--- config.mk ---
export PLATFORM = sky130hd
export DESIGN_NAME = gen_clk_mux_flat
export DESIGN_NICKNAME = d
export VERILOG_FILES = /design/src/rtl/gen_clk_mux_if.sv /design/src/rtl/gen_clk_mux.sv /design/src/flat_wrapper.sv
export SDC_FILE = /design/constraint.sdc
export NUM_CORES = 1
export LEC_CHECK = 0
export BUFFER_PORTS_ARGS = -buffer_cell sky130_fd_sc_hd__clkbuf_2
export CORE_AREA = 5 5 95 114
export DETAILED_ROUTE_END_ITERATION = 16
export DIE_AREA = 0 0 100 119
export PLACE_DENSITY = 0.85
export SKIP_CTS_REPAIR_TIMING = 1
export SLEW_MARGIN = 20
export SYNTH_ARGS = -nofsm -noshare
export SYNTH_HDL_FRONTEND = slang
export SYNTH_SLANG_ARGS = --single-unit
export TNS_END_PERCENT = 50
--- constraint.sdc ---
create_clock -name rawclk -period 3.21 [get_ports rawclk]
set_input_delay 0.642 -clock rawclk [delete_from_list [all_inputs] [get_ports rawclk]]
set_output_delay 0.642 -clock rawclk [all_outputs]
set_load 0.005 [all_outputs]
--- src/rtl/gen_clk_mux_if.sv ---
// gen_clk_mux_if: host-side control and timing outputs of the clock generator.
//   master : host register file (drives half_cnt/run/step/tap_idx, observes timing)
//   slave  : gen_clk_mux (consumes controls, drives clk_sim/sim_en/indices/strobes)
// Signals:
//   half_cnt   divider half-period minus 1
//   run        1 = free-running, 0 = paused (single-step via step)
//   step       single-step request
//   tap_idx    tap k neuron index in bits [k*IDX_W +: IDX_W]
//   clk_sim    divided level clock
//   sim_en     one-rawclk step enable
//   neuron_idx current neuron index
//   sub_idx    current sub-step
//   frame_stb  frame-start pulse
//   tap_stb    per-tap hit pulses
//   frame_cnt  completed frame counter
interface gen_clk_mux_if #(
  parameter int unsigned IDX_W    = 9,
  parameter int unsigned SUB_W    = 2,
  parameter int unsigned NUM_TAPS = 3
);
  logic [31:0]             half_cnt;
  logic                    run;
  logic                    step;
  logic [NUM_TAPS*IDX_W-1:0] tap_idx;
  logic                    clk_sim;
  logic                    sim_en;
  logic [IDX_W-1:0]        neuron_idx;
  logic [SUB_W-1:0]        sub_idx;
  logic                    frame_stb;
  logic [NUM_TAPS-1:0]     tap_stb;
  logic [31:0]             frame_cnt;

  modport master (
    output half_cnt, run, step, tap_idx,
    input  clk_sim, sim_en, neuron_idx, sub_idx, frame_stb, tap_stb, frame_cnt
  );

  modport slave (
    input  half_cnt, run, step, tap_idx,
    output clk_sim, sim_en, neuron_idx, sub_idx, frame_stb, tap_stb, frame_cnt
  );
endinterface

--- src/rtl/gen_clk_mux.sv ---
// gen_clk_mux: divides rawclk by a runtime half-period into a level sim clock and a
// one-cycle step enable, walks a time-multiplexed neuron index / sub-step counter on
// every step, and emits frame and programmable per-neuron tap strobes. Supports
// run/pause and single-step operation.
// Ports:
//   rawclk  sole clock, all logic on posedge
//   reset   synchronous, active-high
//   bus     gen_clk_mux_if.slave (controls in, timing/index/strobe outputs)
module gen_clk_mux #(
  parameter int unsigned NUM_NEURON = 512,
  parameter int unsigned IDX_W      = 9,
  parameter int unsigned SUB_STEPS  = 4,
  parameter int unsigned SUB_W      = 2,
  parameter int unsigned NUM_TAPS   = 3
) (
  input logic         rawclk,
  input logic         reset,
  gen_clk_mux_if.slave bus
);

  localparam logic [IDX_W-1:0] LastNeuron = IDX_W'(NUM_NEURON - 1);
  localparam logic [SUB_W-1:0] LastSub    = SUB_W'(SUB_STEPS - 1);

  logic [31:0]         delay_cnt_q, delay_cnt_d;
  logic                clk_sim_q, clk_sim_d;
  logic                rise_q, rise_d;
  logic                sim_en_q, sim_en_d;
  logic [IDX_W-1:0]    neuron_q, neuron_d;
  logic [SUB_W-1:0]    sub_q, sub_d;
  logic [31:0]         frame_cnt_q, frame_cnt_d;
  logic                frame_stb_q, frame_stb_d;
  logic [NUM_TAPS-1:0] tap_stb_q, tap_stb_d;

  // Divider: frozen while paused so resuming continues from the held count.
  always_comb begin
    delay_cnt_d = delay_cnt_q;
    clk_sim_d   = clk_sim_q;
    rise_d      = 1'b0;
    if (bus.run) begin
      // ">=" rather than "==" so a shrinking half_cnt toggles on the next cycle.
      if (delay_cnt_q < bus.half_cnt) begin
        delay_cnt_d = delay_cnt_q + 32'd1;
      end else begin
        delay_cnt_d = 32'd0;
        clk_sim_d   = ~clk_sim_q;
        rise_d      = ~clk_sim_q;
      end
    end
  end

  // sim_en lags the clk_sim rising edge by one cycle; step is only honoured when paused.
  always_comb begin
    sim_en_d = rise_q | (~bus.run & bus.step);
  end

  // Index walk and strobes, both from pre-advance values of the sim_en cycle.
  always_comb begin
    neuron_d    = neuron_q;
    sub_d       = sub_q;
    frame_cnt_d = frame_cnt_q;
    frame_stb_d = 1'b0;
    tap_stb_d   = '0;
    if (sim_en_q) begin
      frame_stb_d = (neuron_q == '0) && (sub_q == '0);
      // neuron_q never exceeds LastNeuron, so an out-of-range tap can never match.
      for (int k = 0; k < NUM_TAPS; k++) begin
        tap_stb_d[k] = (sub_q == '0) && (neuron_q == bus.tap_idx[k*IDX_W +: IDX_W]);
      end
      if (sub_q == LastSub) begin
        sub_d = '0;
        if (neuron_q == LastNeuron) begin
          neuron_d    = '0;
          frame_cnt_d = frame_cnt_q + 32'd1;
        end else begin
          neuron_d = neuron_q + IDX_W'(1);
        end
      end else begin
        sub_d = sub_q + SUB_W'(1);
      end
    end
  end

  always_ff @(posedge rawclk) begin
    if (reset) begin
      delay_cnt_q <= 32'd0;
      clk_sim_q   <= 1'b0;
      rise_q      <= 1'b0;
      sim_en_q    <= 1'b0;
      neuron_q    <= '0;
      sub_q       <= '0;
      frame_cnt_q <= 32'd0;
      frame_stb_q <= 1'b0;
      tap_stb_q   <= '0;
    end else begin
      delay_cnt_q <= delay_cnt_d;
      clk_sim_q   <= clk_sim_d;
      rise_q      <= rise_d;
      sim_en_q    <= sim_en_d;
      neuron_q    <= neuron_d;
      sub_q       <= sub_d;
      frame_cnt_q <= frame_cnt_d;
      frame_stb_q <= frame_stb_d;
      tap_stb_q   <= tap_stb_d;
    end
  end

  assign bus.clk_sim    = clk_sim_q;
  assign bus.sim_en     = sim_en_q;
  assign bus.neuron_idx = neuron_q;
  assign bus.sub_idx    = sub_q;
  assign bus.frame_cnt  = frame_cnt_q;
  assign bus.frame_stb  = frame_stb_q;
  assign bus.tap_stb    = tap_stb_q;

endmodule

--- src/flat_wrapper.sv ---
// flat-port wrapper written by rule: the top's interface ports become plain ports
module gen_clk_mux_flat 
#(
  parameter int unsigned NUM_NEURON = 512,
  parameter int unsigned IDX_W      = 9,
  parameter int unsigned SUB_STEPS  = 4,
  parameter int unsigned SUB_W      = 2,
  parameter int unsigned NUM_TAPS   = 3
)
  (rawclk, reset, bus_half_cnt, bus_run, bus_step, bus_tap_idx, bus_clk_sim, bus_sim_en, bus_neuron_idx, bus_sub_idx, bus_frame_stb, bus_tap_stb, bus_frame_cnt);
  gen_clk_mux_if #(.IDX_W(IDX_W), .SUB_W(SUB_W), .NUM_TAPS(NUM_TAPS)) bus_i ();
  input logic rawclk;
  input logic reset;
  input wire logic [$bits(bus_i.half_cnt)-1:0] bus_half_cnt;
  input wire logic [$bits(bus_i.run)-1:0] bus_run;
  input wire logic [$bits(bus_i.step)-1:0] bus_step;
  input wire logic [$bits(bus_i.tap_idx)-1:0] bus_tap_idx;
  output wire logic [$bits(bus_i.clk_sim)-1:0] bus_clk_sim;
  output wire logic [$bits(bus_i.sim_en)-1:0] bus_sim_en;
  output wire logic [$bits(bus_i.neuron_idx)-1:0] bus_neuron_idx;
  output wire logic [$bits(bus_i.sub_idx)-1:0] bus_sub_idx;
  output wire logic [$bits(bus_i.frame_stb)-1:0] bus_frame_stb;
  output wire logic [$bits(bus_i.tap_stb)-1:0] bus_tap_stb;
  output wire logic [$bits(bus_i.frame_cnt)-1:0] bus_frame_cnt;
  assign bus_i.half_cnt = bus_half_cnt;
  assign bus_i.run = bus_run;
  assign bus_i.step = bus_step;
  assign bus_i.tap_idx = bus_tap_idx;
  assign bus_clk_sim = bus_i.clk_sim;
  assign bus_sim_en = bus_i.sim_en;
  assign bus_neuron_idx = bus_i.neuron_idx;
  assign bus_sub_idx = bus_i.sub_idx;
  assign bus_frame_stb = bus_i.frame_stb;
  assign bus_tap_stb = bus_i.tap_stb;
  assign bus_frame_cnt = bus_i.frame_cnt;
  gen_clk_mux #(.NUM_NEURON(NUM_NEURON), .IDX_W(IDX_W), .SUB_STEPS(SUB_STEPS), .SUB_W(SUB_W), .NUM_TAPS(NUM_TAPS)) u_core (.rawclk(rawclk), .reset(reset), .bus(bus_i));
endmodule
==> summary.md <==
| Metric | Value |
|---|---|
| Via-to-Cell Ratio | 5.32 |
| P_int | between 1500 and 2000 uW |
| Top-area cell type share of the netlist area | 35.3% |
| Initial Util | around half |
| Post-DP HPWL | 8540 um |
| Clk_skew | roughly 0.0059 ns |
| Core ar. | between 9000 and 10000 um^2 |
| Net switching power | approximately 480 uW |
| Layout area overhead | 20.4% |
| Root Driver | clkbuf_16 |
| Placed cell count | 764 |
| Crit start category | flop |
| GPL Wtd Cong | a little over 0.8 |
| Relative max-transition margin | approximately 56% |
| Width of the die | 100 um |
| Pre-Repair DR Iteration Count | 6 |
| Final net count | 753 |
| I/O Pins | 112 |
| Cell with the most instances after synthesis | dfxtp_1 |
| DR iter-0 viols | 101 |
| Top delay family on crit path | simple AND/OR/NAND/NOR gates |
| Seq cells post-synth | 82 |
| Crit-path slowest cell | dfxtp_1 |
| Post-Syn Instances | 548 |
| Sw frac | 21.3% |
| Comb pwr share | 5.5% |
| RSZ-0062 raised after global routing | false |
| Final Critical Period | 2.70 ns |
| Fin cells | 780 |
| CTS tree | yes |
| Hold slack | 0.464 ns |
| Worst-path cell chain | ha_1 > nand3_1 > nor2_1 > ha_1 > and4_1 > nand3_1 > nor4_4 > nand4_1 > xor2_1 > nor2_1 |
| Initial antenna violation count | 0 |
| DRC errors left | 0 |
| Gr ovfl total | 0 |
| Syn Nets | 649 |
| Peak VDD IR | 0.270 mV |
| Maxcap violations | 0 |
| Clock slew at reported path FFs | ~0.06 ns |
| Setup_tns | 0 ns |
| Fillers | 815 |
| Commonest cells post-synth | 82 x dfxtp_1, 76 x nor2_1, 63 x xor2_1 |
| Crit-path max cell delay | 0.58 ns |
| Vias | 4147 |
| Layout cells sized above 1 | 21.2% |
| Hold crit path type | flop to flop |
| Final wirelength | 11100 um |
| Status | finished, final reports clean |
| Final Hold Viols | 0 |
| ANT cells | 0 |
| CP Data Arrival Time | 2.91 ns |
| Total track usage | 18.9% |
| H-tree depth | 3 |
| Measured slew at the worst slew-check pin | 0.653 ns |
| Average instance area after synthesis | 8.49 um^2 |
| Sequential cell area fraction in the yosys report | a little over a third |
| Clock power share | 49.2% |
| Clock latency on the worst-skew pair | 0.33 ns |
| Tcrit/Tclk final | 84.2% |
| Largest area contributor in the netlist | dfxtp_1 |
| Die height | 119 um |
| Slew Limit Fails | 0 |
| Final setup fails | 0 |
| Async SR Flop Fraction | 0% |
| Sequential power share | 45.3% |
| Number of flops mapped to enable cells by yosys | 0 |
| Worst Path Buf+Inv | 0 |
| Vias in the first global route | 4310 |
| Die ar. | 11900 um^2 |
| PwrDens | about 400 nW/um^2 |
| Largest net degree at the start of global routing | 47 |
| Area contributors post-synth | dfxtp_1 35%, xor2_1 12%, ha_1 10% |
| Synth warn | 0 |
| Distinct cell type count after synthesis | 46 |
| CP Capture Type | flop |
| Row cnt | 39 |
| Cts bufs inserted | 9 |
| Final antenna-violating net count | 0 |
| Clock Tree Buf Depth | 2 |
| Port Buffer Count | about 110 |
| Top FF cell, synth | dfxtp_1 |
| F_max | 0.370 GHz |
| LEAKAGE | roughly 0.0026 uW |
| Worst endpoint required time | 3.42 ns |
| CP Max Fanout | 8 |
| Crit path kind | flop to flop |
| Clk sinks | 82 |
| First-pass GRT wire length | 18800 um |
| Routed WL per cell | ~14 um |
| Cell Area, Synth | roughly 4700 um^2 |
-- path summary, 6_finish.rpt --
path	start	to	slack (ns)	cells past startpoint
worst min register to register	u_core.rise_q	u_core.bus.sim_en	0.46	2
worst max-delay path	u_core.bus.neuron_idx[0]	u_core.bus.frame_cnt[22]	0.51	10
worst min-delay path	u_core.rise_q	u_core.bus.sim_en	0.46	2
worst max register to register	u_core.bus.neuron_idx[0]	u_core.bus.frame_cnt[22]	0.51	10
-- layer usage --
metal | GRT usage (%) | vias up | share of wire [%]
met2 | 34.2 | 94 | 52
met4 | 8.00 | 0 | 2.5
met1 | 20.5 | 1950 | 40
met3 | 4.97 | 28 | 5.8
li1 | - | 2075 | -
met5 | 0 | - | 0
-- cells by family (layout without fill, tap and decap cells) --
kind of cell               count (synthesis)  after routing  synth area share, %
DFF                                       82             82                 35.3
adders and majority gates                 38             38                 10.2
muxes                                      3              3                0.753
and+or+nand+nor                          230            230                 25.4
xor gates and xnor gates                  88             88                 16.6
buffers and inverters                     60            169                 5.43
AOI/OAI and AO/OA                         47             47                 6.34
-- flip-flops by register name, summed over array words and instances (netlist names) --
register,count
u_core.bus.neuron_idx,9
u_core.bus.sim_en,1
u_core.bus.sub_idx,2
u_core.delay_cnt_q,32
u_core.bus.clk_sim,1
u_core.rise_q,1
u_core.bus.tap_stb,3
u_core.bus.frame_cnt,32
u_core.bus.frame_stb,1
-- through the flow --
stage	util [%]	setup slack, ns	power, uW	cell area (um^2)
finish	58.9	0.506	2270	5600
global route	58.9	0.313	2360	5600
CTS	58.9	0.501	2300	5600
detailed placement	55.5	0.463	1180	5280
global placement	55.5	0.508	1170	5280
floorplan	-	0.704	1120	4650
-- cell usage in the layout (no fill, tap or decap), drive strengths merged, types with 2 or more instances in the layout --
cell type	instances
o221ai	3
xnor2	25
buf	2
nand4	27
and3	11
clkbuf	122
a21oi	24
and4	9
inv	41
nor2	76
nand2	39
nand3	32
mux2i	2
ha	38
xor2	63
and2	2
o21ai	11
bufinv	2
nor4	5
nor3	9
dfxtp	82
nand2b	2
or4	5
or3	7
-- area by class of cell --
| class | instances | area, um^2 | share of cell area, % |
|---|---|---|---|
| clock buffer | 11 | 243 | 4.33 |
| multi-input combinational | 406 | 2760 | 49.3 |
| tap | 123 | 154 | 2.75 |
| sequential | 82 | 1640 | 29.3 |
| inverter | 40 | 150 | 2.68 |
| clock inverter | 5 | 85.1 | 1.52 |
| timing repair buffer | 113 | 571 | 10.2 |
-- power groups by stage --
stage	combinational (uW)	sequential, uW	clock [uW]
5_1_grt	143	1030	1180
4_1_cts	127	1030	1140
2_1_floorplan	70.4	1050	0
3_3_place_gp	119	1050	0
3_5_place_dp	126	1050	0
6_report	125	1030	1120
-- worst register-to-register path, cell delays in order (launching register included) --
cell,delay (ns)
dfxtp_1,0.58
ha_1,0.27
nand3_1,0.08
nor2_1,0.12
ha_1,0.22
and4_1,0.28
nand3_1,0.17
nor4_4,0.47
nand4_1,0.17
xor2_1,0.17
nor2_1,0.05
(Power assumes the default switching activity.)
